==> src/rtl/bit_penceresi_besleyici.sv <==
// bit_penceresi_besleyici
// Feeds the bit-extraction stage of the JPEG entropy-decode path. It takes the
// compressed scan one byte at a time and removes 0xFF00 byte stuffing. It
// detects markers, and keeps an MSB-aligned bit window that downstream consumes
// N bits at a time.
//
// Ports:
//   clk_i, rst_ni        clock (rising edge), asynchronous active-low reset
//   bayt_i               incoming compressed byte
//   bayt_gecerli_i       bayt_i valid
//   bayt_hazir_o         a byte can be accepted this cycle
//   tuket_en_i           consume request
//   tuket_n_i            number of bits to consume, 1..MAX_TUKET
//   pencere_o            bit window; the oldest bit is at the MSB
//   gecerli_bit_o        number of valid bits in the window, 0..32
//   pencere_gecerli_o    at least 16 valid bits, or marker padding active
//   marker_o             marker code byte that followed 0xFF
//   marker_gecerli_o     marker detected; held until marker_temizle_i
//   marker_temizle_i     clear the marker, flush the window, resume
//   hata_o               one-cycle pulse on an illegal consume request
//
// Optional feature macro: BIT_PENCERE_DOLGU_EN
//   When defined, the block appends 0xFF pad bytes in the MARKER state while
//   the count is 24 or less. Downstream can then finish the last code past the
//   end of the scan, following the JPEG 1-fill convention.

module bit_penceresi_besleyici #(
    parameter int PENCERE_W = 32,
    parameter int MAX_TUKET = 16
) (
    input  logic                 clk_i,
    input  logic                 rst_ni,
    input  logic [7:0]           bayt_i,
    input  logic                 bayt_gecerli_i,
    output logic                 bayt_hazir_o,
    input  logic                 tuket_en_i,
    input  logic [4:0]           tuket_n_i,
    output logic [PENCERE_W-1:0] pencere_o,
    output logic [5:0]           gecerli_bit_o,
    output logic                 pencere_gecerli_o,
    output logic [7:0]           marker_o,
    output logic                 marker_gecerli_o,
    input  logic                 marker_temizle_i,
    output logic                 hata_o
);

    typedef enum logic [1:0] {
        NORMAL,
        FF_BEKLE,
        MARKER
    } durum_t;

    localparam logic [4:0] MAX_N = 5'(MAX_TUKET);

    durum_t               durum_q, durum_d;
    logic [PENCERE_W-1:0] pencere_q, pencere_d;
    logic [5:0]           sayac_q, sayac_d;
    logic [7:0]           marker_q, marker_d;
    logic                 marker_gecerli_q, marker_gecerli_d;
    logic                 hata_q, hata_d;
    logic                 hazir_q, hazir_d;
    logic                 pgecerli_q, pgecerli_d;

    // Intermediate window and count after the consume. A byte appended in
    // the same cycle lands directly below the bits that are still valid.
    logic [PENCERE_W-1:0] pencere_ara;
    logic [5:0]           sayac_ara;
    logic                 bayt_kabul;
    logic                 temizle;
    logic                 tuket_yasal;

    // State and all outputs are registered.
    always_ff @(posedge clk_i or negedge rst_ni) begin
        if (!rst_ni) begin
            durum_q          <= NORMAL;
            pencere_q        <= '0;
            sayac_q          <= '0;
            marker_q         <= '0;
            marker_gecerli_q <= 1'b0;
            hata_q           <= 1'b0;
            hazir_q          <= 1'b0;
            pgecerli_q       <= 1'b0;
        end else begin
            durum_q          <= durum_d;
            pencere_q        <= pencere_d;
            sayac_q          <= sayac_d;
            marker_q         <= marker_d;
            marker_gecerli_q <= marker_gecerli_d;
            hata_q           <= hata_d;
            hazir_q          <= hazir_d;
            pgecerli_q       <= pgecerli_d;
        end
    end

    // Next state. The order is: a marker clear (which wins over everything),
    // then the consume shift, then the byte append or the pad append.
    always_comb begin
        durum_d          = durum_q;
        pencere_d        = pencere_q;
        sayac_d          = sayac_q;
        marker_d         = marker_q;
        marker_gecerli_d = marker_gecerli_q;
        hata_d           = 1'b0;
        pencere_ara      = pencere_q;
        sayac_ara        = sayac_q;

        // hazir_q already reflects the pre-consume count of this cycle.
        bayt_kabul  = bayt_gecerli_i && hazir_q;
        temizle     = marker_temizle_i && (durum_q == MARKER);
        tuket_yasal = (tuket_n_i != 5'd0) && (tuket_n_i <= MAX_N)
                      && ({1'b0, tuket_n_i} <= sayac_q);

        if (temizle) begin
            pencere_d        = '0;
            sayac_d          = '0;
            marker_gecerli_d = 1'b0;
            durum_d          = NORMAL;
        end else begin
            if (tuket_en_i) begin
                if (tuket_yasal) begin
                    pencere_ara = pencere_q << tuket_n_i;
                    sayac_ara   = sayac_q - {1'b0, tuket_n_i};
                end else begin
                    hata_d = 1'b1;
                end
            end
            pencere_d = pencere_ara;
            sayac_d   = sayac_ara;

            if (bayt_kabul) begin
                case (durum_q)
                    NORMAL: begin
                        if (bayt_i == 8'hFF) begin
                            durum_d = FF_BEKLE;
                        end else begin
                            pencere_d = pencere_ara | ({bayt_i, 24'h0} >> sayac_ara);
                            sayac_d   = sayac_ara + 6'd8;
                        end
                    end
                    FF_BEKLE: begin
                        if (bayt_i == 8'h00) begin
                            pencere_d = pencere_ara | ({8'hFF, 24'h0} >> sayac_ara);
                            sayac_d   = sayac_ara + 6'd8;
                            durum_d   = NORMAL;
                        end else if (bayt_i != 8'hFF) begin
                            // Consecutive 0xFF bytes are fill, so a marker
                            // starts only at a byte other than 0x00 or 0xFF.
                            marker_d         = bayt_i;
                            marker_gecerli_d = 1'b1;
                            durum_d          = MARKER;
                        end
                    end
                    default: begin
                    end
                endcase
            end

`ifdef BIT_PENCERE_DOLGU_EN
            // Once the scan has ended, the window is kept topped up with ones.
            if ((durum_q == MARKER) && (sayac_ara <= 6'd24)) begin
                pencere_d = pencere_ara | ({8'hFF, 24'h0} >> sayac_ara);
                sayac_d   = sayac_ara + 6'd8;
            end
`endif
        end

        hazir_d = (durum_d != MARKER) && (sayac_d <= 6'd24);
`ifdef BIT_PENCERE_DOLGU_EN
        pgecerli_d = (sayac_d >= 6'd16) || (durum_d == MARKER);
`else
        pgecerli_d = (sayac_d >= 6'd16);
`endif
    end

    assign pencere_o         = pencere_q;
    assign gecerli_bit_o     = sayac_q;
    assign pencere_gecerli_o = pgecerli_q;
    assign marker_o          = marker_q;
    assign marker_gecerli_o  = marker_gecerli_q;
    assign hata_o            = hata_q;
    assign bayt_hazir_o      = hazir_q;

endmodule

==> config.mk <==
export PLATFORM = sky130hd
export DESIGN_NAME = bit_penceresi_besleyici
export DESIGN_NICKNAME = d
export VERILOG_FILES = /design/src/rtl/bit_penceresi_besleyici.sv
export SDC_FILE = /design/constraint.sdc
export NUM_CORES = 1
export LEC_CHECK = 0
export CORE_MARGIN = 2
export CORE_UTILIZATION = 45
export DETAILED_ROUTE_END_ITERATION = 10
export PLACE_DENSITY = 0.74
export SYNTH_ARGS = -nofsm -noshare
export SYNTH_HDL_FRONTEND = slang
export SYNTH_SLANG_ARGS = --single-unit
==> constraint.sdc <==
create_clock -name clk_i -period 4.6 [get_ports clk_i]
set_input_delay 0.69 -clock clk_i [delete_from_list [all_inputs] [get_ports clk_i]]
set_output_delay 0.69 -clock clk_i [all_outputs]
set_load 0.01 [all_outputs]
# Word level (Yosys, flattened, before mapping)
# Cells that the tools add are included.
[totals] reg_bits=52
[op_classes] addsub=2 n_lt_le_gt_ge=4 eq_ne=6 shifts=3 muxes=30 bitwise=4 n_reduce_logical=13
[ops] operator="32-bit two-way mux" count=7
[ops] operator="32-bit bitwise OR" count=2
[ops] operator="32-bit case mux with 2 select lines" count=1
[ops] operator="6-bit two-way mux" count=7
[ops] operator="32-bit by 5-bit left shift with 32-bit output" count=1
[ops] operator="32-bit by 6-bit right shift with 32-bit output" count=1
[ops] operator="32-bit by 6-bit right shift with 32-bit output (first input constant)" count=1
[ops] operator="6-bit case mux with 2 select lines" count=1
[ops] operator="2-bit two-way mux" count=5
[ops] operator="8-bit equality test (second input constant)" count=1
[ops] operator="8-bit zero test" count=1
[ops] operator="1-bit two-way mux" count=8
[ops] operator="8-bit inequality test (second input constant)" count=1
[ops] operator="6-bit by 4-bit adder with 6-bit output (second input constant)" count=1
[ops] operator="6-bit by 5-bit greater-or-equal comparator with 1-bit output (second input constant)" count=1
[ops] operator="5-bit by 6-bit <= comparator with 1-bit output" count=1
[ops] operator="6-bit by 5-bit <= comparator with 1-bit output (second input constant)" count=1
[ops] operator="2-bit nonzero test" count=3
[ops] operator="6-bit by 5-bit subtractor with 6-bit output" count=1
[ops] operator="5-bit <= comparator (second input constant)" count=1
[ops] operator="1-bit logical AND" count=5
[ops] operator="5-bit AND reduction" count=1
[ops] operator="5-bit nonzero test" count=1
[ops] operator="2-bit inequality test (second input constant)" count=2
[ops] operator="other kinds (6)" count=7

# Depth between registers and ports, before layout
# Gate-level depths: netlist (run 1).
[logic_depth] depth_word=13 mapped_depth=18 depth_no_buf=15

# Least setup slack after synthesis (run 1)
# OpenSTA, ideal clock, no wires.
[synth_timing] path_type="input -> register" start="input port tuket_n_i[2]" end="register pencere_q[2] (netlist: pencere_o[2])" setup_ps=136 arrival_time_ps=4130 required_time_ps=4464 slack_ps=334 path_stages=13 cell_sequence="inv_1 -> buf_1 -> clkbuf_1 -> ha_1 -> and3_1 -> a221oi_2 -> a21oi_4 -> mux2i_2 -> mux2_4 -> a222oi_1 -> nor3_1 -> o31ai_1 -> a21oi_1"
[synth_between] elab_chain_cells=12 word_cells_on_any_way=22 classes_between="1 x add/sub; 2 x order compare; 3 x shift; 11 x mux; 2 x bitwise; 3 x reduce/logical"
[synth_rtl] element="start: declaration" line="37" text="input logic [4:0] tuket_n_i,"
[synth_rtl] element="5-bit <= comparator / 5-bit nonzero test (equally long branches)" line="110" text="tuket_yasal = (tuket_n_i != 5'd0) && (tuket_n_i <= MAX_N)"
[synth_rtl] element="1-bit logical AND" line="110"
[synth_rtl] element="1-bit logical AND" line="111" text="&& ({1'b0, tuket_n_i} <= sayac_q);"
[synth_rtl] element="6-bit two-way mux" line="120" text="if (tuket_yasal) begin"
[synth_rtl] element="6-bit two-way mux" line="119" text="if (tuket_en_i) begin"
[synth_rtl] element="6-bit two-way mux" line="113" text="if (temizle) begin"
[synth_rtl] element="32-bit by 6-bit right shift with 32-bit output, on equally long branches" line="142, 136"
[synth_rtl] element="32-bit bitwise OR, on equally long branches" line="142, 136"
[synth_rtl] element="32-bit two-way mux, on equally long branches" line="141, 133"
[synth_rtl] element="32-bit case mux with 2 select lines" line="131" text="case (durum_q)"
[synth_rtl] element="32-bit two-way mux *" line="130" text="if (bayt_kabul) begin"
[synth_rtl] element="32-bit two-way mux *" line="113"
[synth_rtl] element="named net pencere_d[2]" line="56" text="logic [PENCERE_W-1:0] pencere_q, pencere_d;"
[synth_rtl] element="end signal: assignment" line="85" text="pencere_q <= pencere_d;"
[synth_rtl] element="end: declaration" line="56"
# The timed path passes the listed nets; every way through them passes the cells marked *. The select of a mux whose other input is x is not followed.
# A chain may end at the register's enable or synchronous reset.

# Final worst setup path (run 1)
[layout_timing] start="input port tuket_n_i[1]" end="register pencere_q[2] (netlist: pencere_o[2])"
# The elaborated chain is that of the path after synthesis.

==> results of run 1 <==
[how the worst min path moves through the flow]
| stage | cells past startpoint | endpoint |
|---|---|---|
| after global placement | 1 | marker_o[3] |
| after CTS | 1 | marker_o[0] |
| after global routing | 1 | marker_o[0] |
| after floorplan | 0 | bayt_hazir_o |
| after detailed placement | 1 | marker_o[0] |
| final | 2 | bayt_hazir_o |
[power by group through the flow]
stage                     clock network [mW]  registers (mW)  logic [mW]
final                                  0.399           0.892        3.49
after CTS                              0.405           0.874        3.40
after global placement                     0           0.868        3.38
after floorplan                            0           0.852        1.87
after global routing                   0.424           0.907        3.68
after detailed placement                   0           0.883        3.39
[cells in the final DEF, fill, tap and decap left out, types with 7 or more instances in the layout]
master / count
sky130_fd_sc_hd__a211oi_1: 14
sky130_fd_sc_hd__a21oi_1: 65
sky130_fd_sc_hd__a221oi_1: 10
sky130_fd_sc_hd__a31oi_1: 9
sky130_fd_sc_hd__and3_1: 11
sky130_fd_sc_hd__buf_4: 63
sky130_fd_sc_hd__clkdlybuf4s50_1: 65
sky130_fd_sc_hd__dfrtp_1: 52
sky130_fd_sc_hd__inv_1: 12
sky130_fd_sc_hd__mux2_2: 17
sky130_fd_sc_hd__mux2i_1: 31
sky130_fd_sc_hd__mux4_2: 24
sky130_fd_sc_hd__nand2_1: 96
sky130_fd_sc_hd__nand3_1: 27
sky130_fd_sc_hd__nor2_1: 61
sky130_fd_sc_hd__nor2b_1: 7
sky130_fd_sc_hd__nor3_1: 15
sky130_fd_sc_hd__nor4_1: 7
sky130_fd_sc_hd__o21ai_0: 51
sky130_fd_sc_hd__o221ai_1: 7
sky130_fd_sc_hd__o22ai_1: 20
sky130_fd_sc_hd__o31ai_1: 10
sky130_fd_sc_hd__xnor2_1: 7
[metal layers]
layer  vias up  share of wire [%]  global-route usage [%]
met1      3077                 39                    47.4
met5         -                  0                       0
li1       2838                  -                       -
met2       419                 47                    58.3
met4         0                5.5                    19.6
met3        76                8.4                    6.38
[flip-flops by register name (all words and copies together), names as in the netlist]
name and flops:
pencere_gecerli_o 1, marker_o 8, hata_o 1, bayt_hazir_o 1, marker_gecerli_o 1, gecerli_bit_o 6, pencere_o 32, durum_q 2
[cells by family (layout without fill, tap and decap cells)]
family	after synthesis	count (layout)	share of synthesized area [%]
and+or+nand+nor	250	250	20.5
DFF	52	52	23.5
AOI/OAI and AO/OA	242	242	28.5
muxes	74	74	19.3
xor gates and xnor gates	9	9	1.42
buffers and inverters	67	154	5.08
adders and majority gates	7	7	1.71
[critical path, delay by kind of cell]
family / cells / cell delay [ns]
adder cells (fa/ha/maj): 1 / 0.31
AND/OR/NAND/NOR: 1 / 0.06
AO/OA/AOI/OAI: 6 / 1.57
multiplexers: 2 / 0.75
buffers and inverters: 4 / 1.06
[cell type report]
| type | instances | area [sq um] | share of cell area, % |
|---|---|---|---|
| well taps | 147 | 184 | 2.69 |
| clock buffers | 5 | 125 | 1.83 |
| repair buffers | 132 | 1170 | 17.2 |
| flip-flops and latches | 52 | 1300 | 19.1 |
| clock inverters | 3 | 27.5 | 0.403 |
| multi-input cells | 582 | 3970 | 58.1 |
| inverters | 14 | 52.6 | 0.770 |
==> results_dict.tcl, run 1 <==
set metrics [dict create \
    outcome "finished clean" \
    ys.flop_type "sky130_fd_sc_hd__dfrtp_1" \
    netlist_top_cells_count "sky130_fd_sc_hd__nand2_1, sky130_fd_sc_hd__a21oi_1, sky130_fd_sc_hd__nor2_1, sky130_fd_sc_hd__dfrtp_1, sky130_fd_sc_hd__o21ai_0" \
    path_cells "clkdlybuf4s50_1, clkinv_1, buf_4, ha_1, a21o_1, a221oi_2, a21oi_4, mux2_2, mux2_2, a222oi_1, buf_4, nor3_1, o31ai_1, a21oi_1" \
    timing.critical_path.to_type "register" \
    floorplan.die_area_sq_mm 0.0132 \
    gr-total-overflow 0 \
    synth_instances 701 \
    drc_markers 0 \
    cts.reportedPaths.clkPinSlew_ns 0.08 \
    utilization_after_layout_pct 56.9 \
    crit_path_top_delay_cell "sky130_fd_sc_hd__clkdlybuf4s50_1" \
    cts_inserted_buffers 5 \
    globalplace.congestion 1.04 \
    syn-cell-area_sq_mm 0.00555 \
    synthDominantCellAreaShare_pct 23.5 \
    num_rows 40 \
    period_minus_slack_ns 4.28 \
    maxSlewHeadroom_pct 30.2 \
    leakage_nw 2.74 \
    clk_path_buf_depth 2 \
    drt_first_pass_iters 6 \
    critical_path.endpoint "pencere_o[2]" \
    detailedRoute.firstIterationViolations 917 \
    totalWireLength_um 24000 \
    areaGrowthSynthToFinish_pct 23.1 \
    power.clock.fraction_pct 8.4 \
    synth_cell_type_count 69 \
    timing.final.max_slew_violations 0 \
    insertion_delay_ns 0.31 \
    num-nets-final 812 \
    layout.cells.non_filler 935 \
    cts.htree.levels 2 \
    most_numerous_cell_in_the_yosys_netlist "sky130_fd_sc_hd__nand2_1" \
    drive_above_1_share_pct 16.8 \
    worst_setup_path_start_kind "primary input" \
    ctsRootBufferMaster "sky130_fd_sc_hd__clkbuf_16" \
    dieWidth_um 115 \
    syn_avg_cell_area_sq_um 7.91 \
    rsz0062_at_grt "no" \
    synth_area_leader_cell "sky130_fd_sc_hd__dfrtp_1" \
    final-setup-viol-count 0 \
    slew_worst_pin_ns 1.05 \
    post_cts_buffers 0 \
    placement.io_buffers 67 \
    wire_length_of_the_first_global_routing_pass_um 36200 \
    finish.instance_area_sq_mm 0.00683 \
    timing.hold.ws_ns 0.501 \
    max_cap_violations 0 \
    maximum_number_of_pins_on_one_net_before_global_route_repair 53 \
    netSwitchingPower_mw 2.46 \
    crit_type "in -> reg" \
    area_post_placement_sq_mm 0.00668 \
    synth_async_sr_flop_share_pct 100 \
    fin_crit_sh_pct 93.1 \
    regToRegStartpoint "gecerli_bit_o[0]" \
    synth-edff-count 0 \
    power_internal_mw 2.32 \
    hold_buffers 0 \
    ff2ff_setup_slack_ns 0.69 \
    rr_worst_depth 14 \
    totalNegativeSetupSlack_ns 0 \
    power_density_mw_per_mm2 700 \
    yosys_warnings 0 \
    setup_ws_pre_cts_ns 0.0778 \
    fillCellCount 1174 \
    core_area_sq_mm 0.0120 \
    crit_fanout 9 \
    holdCritPathClass "in -> async" \
    cts_repair_resize_count 0 \
    wl_per_cell_um 25.6 \
    io-pin-count 68 \
    finalClockSkew_ns 0.0108 \
    r2r_end "pencere_o[2]" \
    vias 6410 \
    crit_path_start "tuket_n_i[1]" \
    gr-usage-all-layers_pct 36.5 \
    chipHeight_um 115 \
    tritoncts "done" \
    crit_required_ns 4.74 \
    share_comb_of_total_power_pct 73.0 \
    grt_pass1_vias 6150 \
    route.antenna.remaining_nets 0 \
    synth.area.top_cells "sky130_fd_sc_hd__dfrtp_1, sky130_fd_sc_hd__mux4_2, sky130_fd_sc_hd__nand2_1" \
    synth.ff_latch_count 52 \
    fin_ws_ns 0.318 \
    arrival_ns 4.42 \
    grt_antenna_before_repair 0 \
    maxClockFrequency_mhz 234 \
    net_count_after_synthesis 726 \
    power_mw 4.78 \
    cp_slowest_stage_delay_ns 0.52 \
    hpwl_um 18600 \
    finalHoldViolCount 0 \
    floorplan.initialDensity_pct 46.2 \
    dpl.cell_count 927 \
    switching_share_pct 51.5 \
    insertedDiodeCount 0 \
    detail_route.vias_per_cell 6.86 \
    clock_sinks 52 \
    sequentialPowerShare_pct 18.7 \
    ys_seq_area_share_pct 23.5 \
    power.ir.vdd_worst_uv 351 \
]
(Power assumes the default switching activity.)
==> inputs of run 2 (changes only) <==
--- a/config.mk
+++ b/config.mk
@@ -5,6 +5,7 @@
 export SDC_FILE = /design/constraint.sdc
 export NUM_CORES = 1
 export LEC_CHECK = 0
+export CORE_ASPECT_RATIO = 0.9
 export CORE_MARGIN = 2
 export CORE_UTILIZATION = 45
 export DETAILED_ROUTE_END_ITERATION = 10
==> run 2 against run 1 <==
- flip-flop and latch count unchanged
- register-to-register slack got worse by 0.03 ns
- via count increased by 0.67%
- die area about the same
- worst hold slack got worse by 0.0022 ns
- critical endpoint is now pencere_o[31]
==> results_dict.tcl, run 2 (same netlist as run 1, synthesis figures left out) <==
set metrics [dict create \
    maxClockFrequency_mhz 236 \
    most-common-layout-cells "sky130_fd_sc_hd__nand2_1, sky130_fd_sc_hd__a21oi_1, sky130_fd_sc_hd__clkdlybuf4s50_1" \
    vias 6453 \
    timing.critical_path.to_type "register" \
    insertion_delay_ns 0.30 \
    outcome "finished clean" \
    crit_required_ns 4.82 \
    crit_fanout 10 \
    tritoncts "done" \
    critical_path.endpoint "pencere_o[31]" \
    grt_antenna_before_repair 0 \
    timing.final.max_slew_violations 0 \
    drive_above_1_share_pct 16.6 \
    crit_path_start "tuket_n_i[1]" \
    wl_per_cell_um 24.5 \
    clock_sinks 52 \
    regToRegStartpoint "gecerli_bit_o[0]" \
    crit_type "in -> reg" \
    max_cap_violations 0 \
    num-nets-final 811 \
    detailedRoute.firstIterationViolations 948 \
    power.ir.vdd_worst_uv 280 \
    cts_inserted_buffers 5 \
    cts.reportedPaths.clkPinSlew_ns 0.07 \
    drt_first_pass_iters 6 \
    totalWireLength_um 23200 \
    gr-total-overflow 0 \
    r2r_end "pencere_o[31]" \
    placement.io_buffers 67 \
    detail_route.vias_per_cell 6.81 \
    holdCritPathClass "in -> async" \
    rsz0062_at_grt "no" \
    cp_slowest_stage_delay_ns 0.50 \
    core_area_sq_mm 0.0120 \
    fin_crit_sh_pct 92.3 \
    final_common_cell "sky130_fd_sc_hd__nand2_1" \
    worstSetupPathDepth 13 \
    maxSlewHeadroom_pct 44.1 \
    grt_util_met1_pct 50.3 \
    areaGrowthSynthToFinish_pct 23.1 \
    post_cts_buffers 0 \
    insertedDiodeCount 0 \
    final-setup-viol-count 0 \
    grt_pass1_vias 6086 \
    ctsRootBufferMaster "sky130_fd_sc_hd__clkbuf_16" \
    floorplan.initialDensity_pct 46.1 \
    clk_path_buf_depth 2 \
    dieWidth_um 121 \
    area_post_placement_sq_mm 0.00667 \
    arrival_ns 4.47 \
    power_mw 4.74 \
    largest_register_ff_count 32 \
    worst_setup_path_start_kind "primary input" \
    ff2ff_setup_slack_ns 0.66 \
    finalClockSkew_ns 0.00820 \
    drc_markers 0 \
    hold_buffers 0 \
    setup_ws_pre_cts_ns 0.128 \
    fillCellCount 1152 \
    grt_use_met3_pct 7.16 \
    fin_ws_ns 0.356 \
    wire_length_of_the_first_global_routing_pass_um 35600 \
    grt.met2_usage_pct 53.7 \
    maximum_number_of_pins_on_one_net_before_global_route_repair 53 \
    num_rows 38 \
    globalplace.congestion 1.06 \
    path_cells "clkdlybuf4s50_1, clkinv_1, fa_1, and3_1, or3_1, a221oi_1, a221oi_1, buf_4, or3_1, buf_4, o31ai_2, o21ai_0, a21oi_1" \
    rr_worst_depth 14 \
    crit_path_top_delay_cell "sky130_fd_sc_hd__fa_1" \
    finish.instance_area_sq_mm 0.00683 \
    slew_worst_pin_ns 0.839 \
    cts.htree.levels 2 \
    totalNegativeSetupSlack_ns 0 \
    gr-usage-all-layers_pct 35.5 \
    utilization_after_layout_pct 56.8 \
    power_density_mw_per_mm2 694 \
    grt_busiest_layer "met2" \
    cts_repair_resize_count 0 \
    hpwl_um 17900 \
    finalHoldViolCount 0 \
    io-pin-count 68 \
    chipHeight_um 109 \
    leakage_nw 2.73 \
    route.antenna.remaining_nets 0 \
    period_minus_slack_ns 4.24 \
    floorplan.die_area_sq_mm 0.0132 \
    critical_path_s_top_delay_family "compound AO/OA/AOI/OAI gates" \
    worst-path-buf-inv 4 \
]
[run 2: cell count changes in the layout (fill, tap and decap cells not counted)]
cell | before | now
sky130_fd_sc_hd__buf_12 | 2 | 1
sky130_fd_sc_hd__clkbuf_8 | 0 | 1
sky130_fd_sc_hd__clkinv_4 | 1 | 0
sky130_fd_sc_hd__clkinvlp_4 | 1 | 2
sky130_fd_sc_hd__inv_8 | 1 | 0
[run 2: report_power, final]
group	switching, mW	internal (mW)	total [mW]
combinational	1.96	1.47	3.43
sequential	0.294	0.617	0.911
clock	0.182	0.217	0.399
[run 2: area by class of cell]
cell class                      count  area (sq um)  area share, %
Multi-Input combinational cell    582          3970           58.1
Sequential cell                    52          1300           19.1
Timing Repair Buffer              131          1150           16.9
Tap cell                          160           200           2.93
Clock buffer                        6           139           2.03
Inverter                           14          52.6          0.770
Clock inverter                      2          15.0          0.220
[run 2: layer usage]
layer  vias to the layer above  share of wire, %
li1                       2848                 -
met1                      3081                42
met2                       445                43
met3                        79                11
met4                         0               3.8
met5                         -                 0
[run 2: metrics by stage]
step,hold WS [ns],cells
2_1_floorplan,0.394,701
3_3_place_gp,0.475,939
3_5_place_dp,0.480,939
4_1_cts,0.500,947
5_1_grt,0.511,947
6_report,0.499,947
[run 2: how the worst min path moves through the flow]
| stage | to | from | cells after the start | slack [ns] |
|---|---|---|---|---|
| floorplan | bayt_hazir_o | rst_ni | 0 | 0.39 |
| global placement | marker_o[0] | marker_o[0] | 1 | 0.48 |
| detailed placement | marker_o[3] | marker_o[3] | 1 | 0.48 |
| CTS | marker_o[3] | marker_o[3] | 1 | 0.50 |
| global route | marker_o[3] | marker_o[3] | 1 | 0.51 |
| finish | marker_o[6] | rst_ni | 2 | 0.50 |
